### src/rtl/uart_rx_cfg.sv
// uart_rx_cfg: configurable UART receiver (5..9 data bits, none/odd/even
// parity, 1 or 2 stop bits) with parity, framing and break reporting.
//
// Output handshake: rx_valid is a one-cycle strobe with no back-pressure;
// rx_data, parity_err, frame_err and break_det are valid in that cycle and
// hold until the next strobe.
//
// state_dbg encoding: 0 IDLE, 1 START, 2 DATA, 3 PARITY, 4 STOP, 5 DONE,
// 6 WAIT_HIGH.
module uart_rx_cfg #(
    parameter int CLKS_PER_BIT = 104,
    parameter int DATA_BITS    = 8,
    parameter int PARITY       = 0,
    parameter int STOP_BITS    = 1
) (
    input  logic                 clk,
    input  logic                 rst,
    input  logic                 serial_data,
    output logic [DATA_BITS-1:0] rx_data,
    output logic                 rx_valid,
    output logic                 parity_err,
    output logic                 frame_err,
    output logic                 break_det,
    output logic [2:0]           state_dbg
);

    localparam int CNT_W = $clog2(CLKS_PER_BIT);
    localparam int HALF  = (CLKS_PER_BIT - 1) / 2;
    localparam int IDX_W = 4;
    localparam logic ODD_MODE = (PARITY == 1);

    typedef enum logic [2:0] {
        S_IDLE      = 3'd0,
        S_START     = 3'd1,
        S_DATA      = 3'd2,
        S_PARITY    = 3'd3,
        S_STOP      = 3'd4,
        S_DONE      = 3'd5,
        S_WAIT_HIGH = 3'd6
    } state_t;

    state_t               r_state;
    state_t               w_state_nxt;
    logic                 r_sync1;
    logic                 r_sync2;
    logic [CNT_W-1:0]     r_cnt;
    logic [IDX_W-1:0]     r_idx;
    logic [DATA_BITS-1:0] r_shift;
    logic                 r_par_bit;
    logic                 r_ferr;
    logic                 r_any_high;
    logic [DATA_BITS-1:0] r_rx_data;
    logic                 r_rx_valid;
    logic                 r_parity_err;
    logic                 r_frame_err;
    logic                 r_break_det;

    logic                 w_rx_s;
    logic                 w_tick;
    logic                 w_half;
    logic                 w_last_data;
    logic                 w_last_stop;
    logic                 w_fe;
    logic                 w_brk;
    logic                 w_pe;

    assign w_rx_s      = r_sync2;
    assign w_tick      = (r_cnt == CNT_W'(CLKS_PER_BIT - 1));
    // START is left on its HALF-th cycle so that the first data sample
    // lands 3 + HALF + CLKS_PER_BIT cycles after the line falls.
    assign w_half      = (r_cnt == CNT_W'(HALF - 1));
    assign w_last_data = (r_idx == IDX_W'(DATA_BITS - 1));
    assign w_last_stop = (r_idx == IDX_W'(STOP_BITS - 1));

    // Final status, folding in the stop sample taken this cycle.
    assign w_fe  = r_ferr | ~w_rx_s;
    assign w_brk = w_fe & ~(r_any_high | w_rx_s);
    assign w_pe  = (PARITY != 0) && (((^r_shift) ^ r_par_bit) != ODD_MODE);

    assign rx_data    = r_rx_data;
    assign rx_valid   = r_rx_valid;
    assign parity_err = r_parity_err;
    assign frame_err  = r_frame_err;
    assign break_det  = r_break_det;
    assign state_dbg  = r_state;

    // Two-flop synchronizer on the asynchronous line; presets to idle-high.
    always_ff @(posedge clk) begin
        if (rst) begin
            r_sync1 <= 1'b1;
            r_sync2 <= 1'b1;
        end else begin
            r_sync1 <= serial_data;
            r_sync2 <= r_sync1;
        end
    end

    // State register.
    always_ff @(posedge clk) begin
        if (rst) begin
            r_state <= S_IDLE;
        end else begin
            r_state <= w_state_nxt;
        end
    end

    // Next-state logic; unknown encodings fall back to IDLE.
    always_comb begin
        w_state_nxt = r_state;
        case (r_state)
            S_IDLE: begin
                if (!w_rx_s) w_state_nxt = S_START;
            end
            S_START: begin
                if (w_half) w_state_nxt = w_rx_s ? S_IDLE : S_DATA;
            end
            S_DATA: begin
                if (w_tick && w_last_data)
                    w_state_nxt = (PARITY != 0) ? S_PARITY : S_STOP;
            end
            S_PARITY: begin
                if (w_tick) w_state_nxt = S_STOP;
            end
            S_STOP: begin
                if (w_tick && w_last_stop) w_state_nxt = S_DONE;
            end
            S_DONE: begin
                w_state_nxt = r_frame_err ? S_WAIT_HIGH : S_IDLE;
            end
            S_WAIT_HIGH: begin
                if (w_rx_s) w_state_nxt = S_IDLE;
            end
            default: w_state_nxt = S_IDLE;
        endcase
    end

    // Bit timing, sampling and output registers.
    always_ff @(posedge clk) begin
        if (rst) begin
            r_cnt        <= '0;
            r_idx        <= '0;
            r_shift      <= '0;
            r_par_bit    <= 1'b0;
            r_ferr       <= 1'b0;
            r_any_high   <= 1'b0;
            r_rx_data    <= '0;
            r_rx_valid   <= 1'b0;
            r_parity_err <= 1'b0;
            r_frame_err  <= 1'b0;
            r_break_det  <= 1'b0;
        end else begin
            r_rx_valid <= 1'b0;
            case (r_state)
                S_START: begin
                    r_cnt <= w_half ? '0 : r_cnt + 1'b1;
                end
                S_DATA: begin
                    if (w_tick) begin
                        r_cnt <= '0;
                        for (int i = 0; i < DATA_BITS; i++) begin
                            if (r_idx == IDX_W'(i)) r_shift[i] <= w_rx_s;
                        end
                        r_any_high <= r_any_high | w_rx_s;
                        r_idx      <= w_last_data ? '0 : r_idx + 1'b1;
                    end else begin
                        r_cnt <= r_cnt + 1'b1;
                    end
                end
                S_PARITY: begin
                    if (w_tick) begin
                        r_cnt      <= '0;
                        r_par_bit  <= w_rx_s;
                        r_any_high <= r_any_high | w_rx_s;
                    end else begin
                        r_cnt <= r_cnt + 1'b1;
                    end
                end
                S_STOP: begin
                    if (w_tick) begin
                        r_cnt      <= '0;
                        r_ferr     <= w_fe;
                        r_any_high <= r_any_high | w_rx_s;
                        if (w_last_stop) begin
                            r_idx        <= '0;
                            r_rx_valid   <= 1'b1;
                            r_rx_data    <= r_shift;
                            r_parity_err <= w_pe;
                            r_frame_err  <= w_fe;
                            r_break_det  <= w_brk;
                        end else begin
                            r_idx <= r_idx + 1'b1;
                        end
                    end else begin
                        r_cnt <= r_cnt + 1'b1;
                    end
                end
                default: begin
                    // IDLE, DONE, WAIT_HIGH: clear per-frame state.
                    r_cnt      <= '0;
                    r_idx      <= '0;
                    r_ferr     <= 1'b0;
                    r_any_high <= 1'b0;
                end
            endcase
        end
    end

endmodule
### config.mk
export PLATFORM = sky130hd
export DESIGN_NAME = uart_rx_cfg
export DESIGN_NICKNAME = d
export VERILOG_FILES = /design/src/rtl/uart_rx_cfg.sv
export SDC_FILE = /design/constraint.sdc
export NUM_CORES = 1
export LEC_CHECK = 0
export CELL_PAD_IN_SITES_DETAIL_PLACEMENT = 0
export CELL_PAD_IN_SITES_GLOBAL_PLACEMENT = 1
export CORE_ASPECT_RATIO = 1.1
export CORE_UTILIZATION = 38
export CTS_BUF_LIST = sky130_fd_sc_hd__clkbuf_2 sky130_fd_sc_hd__clkbuf_4 sky130_fd_sc_hd__clkbuf_8
export CTS_CLUSTER_SIZE = 8
export DETAILED_ROUTE_END_ITERATION = 12
export PLACE_DENSITY_LB_ADDON = 0.25
export SKIP_LAST_GASP = 1
export SLEW_MARGIN = 25
export SYNTH_ARGS = -nofsm -noshare
export SYNTH_HDL_FRONTEND = slang
export SYNTH_SLANG_ARGS = --single-unit
### constraint.sdc
create_clock -name clk -period 2.33 [get_ports clk]
set_input_delay 0.466 -clock clk [delete_from_list [all_inputs] [get_ports clk]]
set_output_delay 0.466 -clock clk [all_outputs]
set_load 0.05 [all_outputs]
Yosys cells after proc, flatten, opt, wreduce, memory -nomap -nowiden

Index checks and enable logic that the tools add are counted.

Bits of input ports: 3
Output and inout port bits: 15
Flip-flop bits (word level): 37

Reduce and logical (&&, ||, !) cells: 21
Add/sub/neg operators: 2
Bitwise gates (word level): 10
Multiplexer cells: 22
Equality and inequality tests: 24

Operators with widths:

| cell                  | count |
|---|---|
| $reduce_and A3 Y1     | 10 |
| $mux W3               | 7 |
| $pmux W3 S7           | 1 |
| $eq A4 B3 Y1 const B  | 4 |
| $mux W4               | 4 |
| $ne A2 B2 Y1 const B  | 8 |
| $mux W7               | 2 |
| $pmux W7 S2           | 1 |
| $pmux W4 S3           | 1 |
| $eq A3 B3 Y1 const B  | 3 |
| $reduce_or A3 Y1      | 3 |
| $eq A4 B2 Y1 const B  | 2 |
| $add A7 B1 Y7 const B | 1 |
| $eq A7 B6 Y1 const B  | 1 |
| $eq A7 B7 Y1 const B  | 1 |
| $not A1 Y1            | 7 |
| $eq A3 B2 Y1 const B  | 2 |
| $reduce_and A6 Y1     | 1 |
| $add A4 B1 Y4 const B | 1 |
| $eq A4 B1 Y1 const B  | 1 |
| $logic_not A4 Y1      | 1 |
| $pmux W1 S2           | 2 |
| $reduce_and A2 Y1     | 2 |
| $eq A3 B1 Y1 const B  | 1 |
| other kinds (8)       | 12 |

Depth between registers and ports, before layout

Depth after elaboration: 4
Mapped depth: 8
Gate-level depth less buffers: 7

Least setup slack after synthesis

OpenSTA, ideal clock, no wires.

Path type: reg2reg
From: register r_state[2] (netlist: state_dbg[2])
To: register r_rx_data[1] (netlist: rx_data[1])
Data arrival time: 2064 ps
Cell stages (with the launch flop): 7
Library setup time: 128 ps
Path buffers: 2
Slack: 139 ps
Cell sequence: dfxtp_1 -> or3b_2 -> or4_4 -> buf_6 -> buf_12 -> mux2i_1 -> nor2_1

Cells in the longest elaborated chain, start to end: 2

RTL lines:

| item                               | RTL line | source |
|---|---|---|
| start: declaration                 | 42       | `state_t r_state;` |
| start signal: assignment           | 103      | `r_state <= w_state_nxt;` |
| $eq A3 B3 Y1                       | 153      | `case (r_state)` |
| $reduce_and A3 Y1 (no source line) | --       |  |
| end signal: assignment             | 186      | `r_rx_data <= r_shift;` |
| end: declaration                   | 52       | `logic [DATA_BITS-1:0] r_rx_data;` |

Every way passes these cells.
A chain may end at the register's enable or synchronous reset.

Final worst setup path

From: register r_state[0] (netlist: state_dbg[0])
To: output port state_dbg[0]

RTL lines:

| item             | RTL line | source |
|---|---|---|
| end: declaration | 24       | `output logic [2:0] state_dbg` |

No word-level cell between the ends.

==> results.md <==
- FF-to-FF Start: r_idx[0]
- Post-synthesis async set-or-reset flop share: 0%
- Residual DRC: 0
- H-tree depth: 2
- Quantity of gates resized following cts: 0
- First-pass GRT wire length: 6600 um
- Final core utilization: 45.9%
- CTS sink cnt: 37
- Vias: 1535
- Final setup viols: 0
- I/O pins: 18
- CTS root buf: clkbuf_8
- Wire per inst: 14.1 um
- Post-synth EDFFs: 0
- Largest stage delay, worst path: 890 ps
- Die Wd: 68.4 um
- Final Critical Period: 2230 ps
- Worst skew pair latency: 300 ps
- Synthesized instance count: 208
- Met2 WL: 1970 um
- Total grt overflow: 0
- F_max: 449 MHz
- Register-to-Register Setup Slack: 170 ps
- Highest routing layer actually used: met4
- Max-slew violations: 0
- Leakage Power: 0.000872 uW
- Die area: 5130 sq um
- CP cell instances: clkdlybuf4s50_1
- Tightest Pin Transition: 628 ps
- Initial antenna violation count: 0
- Final Cycle Share: 95.6%
- Max cap viols: 0
- Pre-CTS setup slack: 174 ps
- Post-DP HPWL: 2870 um
- Synth cell types: 48
- Hold Slack: 422 ps
- Metal3 WL: 164 um
- Crit-path max FO: 12
- Placer Congestion: 0.848
- Clock transition at the registers of the reported paths: 80 ps
- Die height: 75.0 um
- Post-route worst setup slack: 102 ps
- Seq cells post-synth: 37
- Mean Syn Cell Area: 8.85 sq um
- Worst R2R Path Depth: 8
- Routed WL: 3990 um
- Register area share after synthesis: 40.2%
- Cts hold-fix bufs: 0
- R2R Path End: break_det
- Worst Min Path Start: r_sync1
- Yosys warns: 0
- Synthesized net count: 217
- Gr usage total: 17.6%
- Starting density of the core: 39.6%
- Syn-to-layout area delta: 16.0%
- CTS tree: yes
- Diodes inserted: 0
- Iter 0 DRT Violations: 75
- Total CTS buffers: 5
- WP data required: 1860 ps
- Drt pass-1 iters: 4
- Dpl cells: 274
- CP bufs+invs: 1
- Status: complete, no violations
- Net count, final: 234
- Clk buf depth: 2
- Final hold vios: 0
- Crit path capture type: output pin
- Core Rows: 26
- Mapped Area: 1840 sq um
- Critical-path top delay cell: clkdlybuf4s50_1
- Worst Hold End: r_sync2
- RSZ-0062 raised after global routing: false
- Power density over the cells: 591 nW/um^2
- FILL cells: 450
- CP top delay family: buffers and inverters
- IO buf count: 16
- Worst IR Drop VDD: 0.314 mV
- Worst Hold Depth: 1
- Top FF cell, synth: dfxtp_1
- WP data arrival: 1760 ps
- Layout cells sized above 1: 11.5%
- Setup TNS: 0 ps
- Core Footprint: 4650 sq um
- Worst Path Class, Setup: flop to output pin
- Worst clock skew: 14.8 ps
- Metal1 wirelength: 1770 um
- Vias in the first global route: 1415
- Number of antenna-violating nets in the routed design: 0
- Vias per inst: 5.44
- Largest net degree at the start of global routing: 30
- Post-route insts no fill: 282
- Slew HR: 57.7%
- Worst hold-check path type: flop to flop
- Critical Path Source Type: flop
- Setup bufs post-CTS: 0
==> layout by cell type (no fill, tap or decap), types with 2 or more instances in the layout <==
cell type         n
o21bai_1          3
xnor2_1           2
nor2b_1           4
o21ai_0           4
nor3b_1           3
a211o_1           2
nand4_1           3
nor2_1           31
ha_1              6
nor4_1            2
nor3_1            3
xor2_1            3
a31oi_1           2
dfxtp_1          37
nand4bb_1         2
buf_4             8
clkdlybuf4s50_1  16
mux2i_1          16
nand3_1          10
inv_1             6
clkinv_4          2
a21oi_1          15
nand2_1          11
nand2b_1          5
or2_2             2
clkbuf_8          5
==> metrics by stage <==
stage / total power, uW / instance area (sq um)
floorplan: 779 / 1840
global placement: 820 / 2040
detailed placement: 822 / 2040
CTS: 1280 / 2130
global route: 1330 / 2130
finish: 1260 / 2130
==> per-layer routing <==
layer,vias up,track usage [%]
met5,-,0
met3,8,5.30
met1,735,21.2
met2,31,28.3
li1,761,-
met4,0,8.33
==> synth_stat cells, types with 3 or more instances <==
library cell / count / share of area [%]
mux2i_1: 16 / 8.7
dfxtp_1: 37 / 40
a21oi_1: 15 / 4.1
clkbuf_1: 10 / 2.0
nand3_1: 10 / 2.7
nand2b_1: 5 / 1.7
o21ai_0: 4 / 1.1
inv_1: 6 / 1.2
nor3_1: 3 / 0.82
o21bai_1: 3 / 1.2
nor2b_1: 4 / 1.4
ha_1: 6 / 4.1
xor2_1: 3 / 1.4
nand4_1: 3 / 1.0
nand2_1: 11 / 2.2
nor2_1: 31 / 6.3
nor3b_1: 3 / 1.2
==> registers in the layout, indices dropped and copies added, names as in the netlist <==
register	cells
break_det	1
frame_err	1
r_any_high	1
r_cnt	7
r_ferr	1
r_idx	4
r_shift	8
r_sync1	1
r_sync2	1
rx_data	8
rx_valid	1
state_dbg	3
==> layout make-up <==
cell class | count | area [sq um] | share of cell area, %
Clock inverter | 3 | 22.5 | 1.06
Sequential cell | 37 | 741 | 34.7
Timing Repair Buffer | 24 | 220 | 10.3
Multi-Input combinational cell | 151 | 990 | 46.4
Tap cell | 56 | 70.1 | 3.28
Inverter | 6 | 22.5 | 1.06
Clock buffer | 5 | 68.8 | 3.22
==> cells by family (layout without fill, tap and decap cells) <==
family | after synthesis | count (layout) | share of synthesized area (%)
multiplexers | 16 | 16 | 8.70
flip-flops | 37 | 37 | 40.2
buffers and inverters | 20 | 38 | 5.98
other | 1 | 1 | 0.204
adder cells (fa/ha/maj) | 6 | 6 | 4.08
AO/OA/AOI/OAI | 36 | 36 | 13.1
AND/OR/NAND/NOR | 87 | 87 | 25.3
XOR/XNOR | 5 | 5 | 2.38
==> worst max-delay path by stage <==
stage	from	end	slack, ps	depth (start not counted)
6_report	state_dbg[0]	state_dbg[0]	100	1
3_5_place_dp	r_idx[1]	break_det	170	8
3_3_place_gp	r_idx[0]	rx_data[1]	240	7
5_1_grt	r_idx[0]	rx_data[3]	60	7
2_1_floorplan	state_dbg[2]	rx_data[1]	140	6
4_1_cts	state_dbg[0]	state_dbg[0]	110	1
==> where the power goes <==
group	switching, uW	total (uW)	internal (uW)
clock	242	454	212
sequential	16.6	659	643
combinational	89.8	150	59.8
total	348	1260	914
Note: power is estimated with default switching activity, not from simulation.
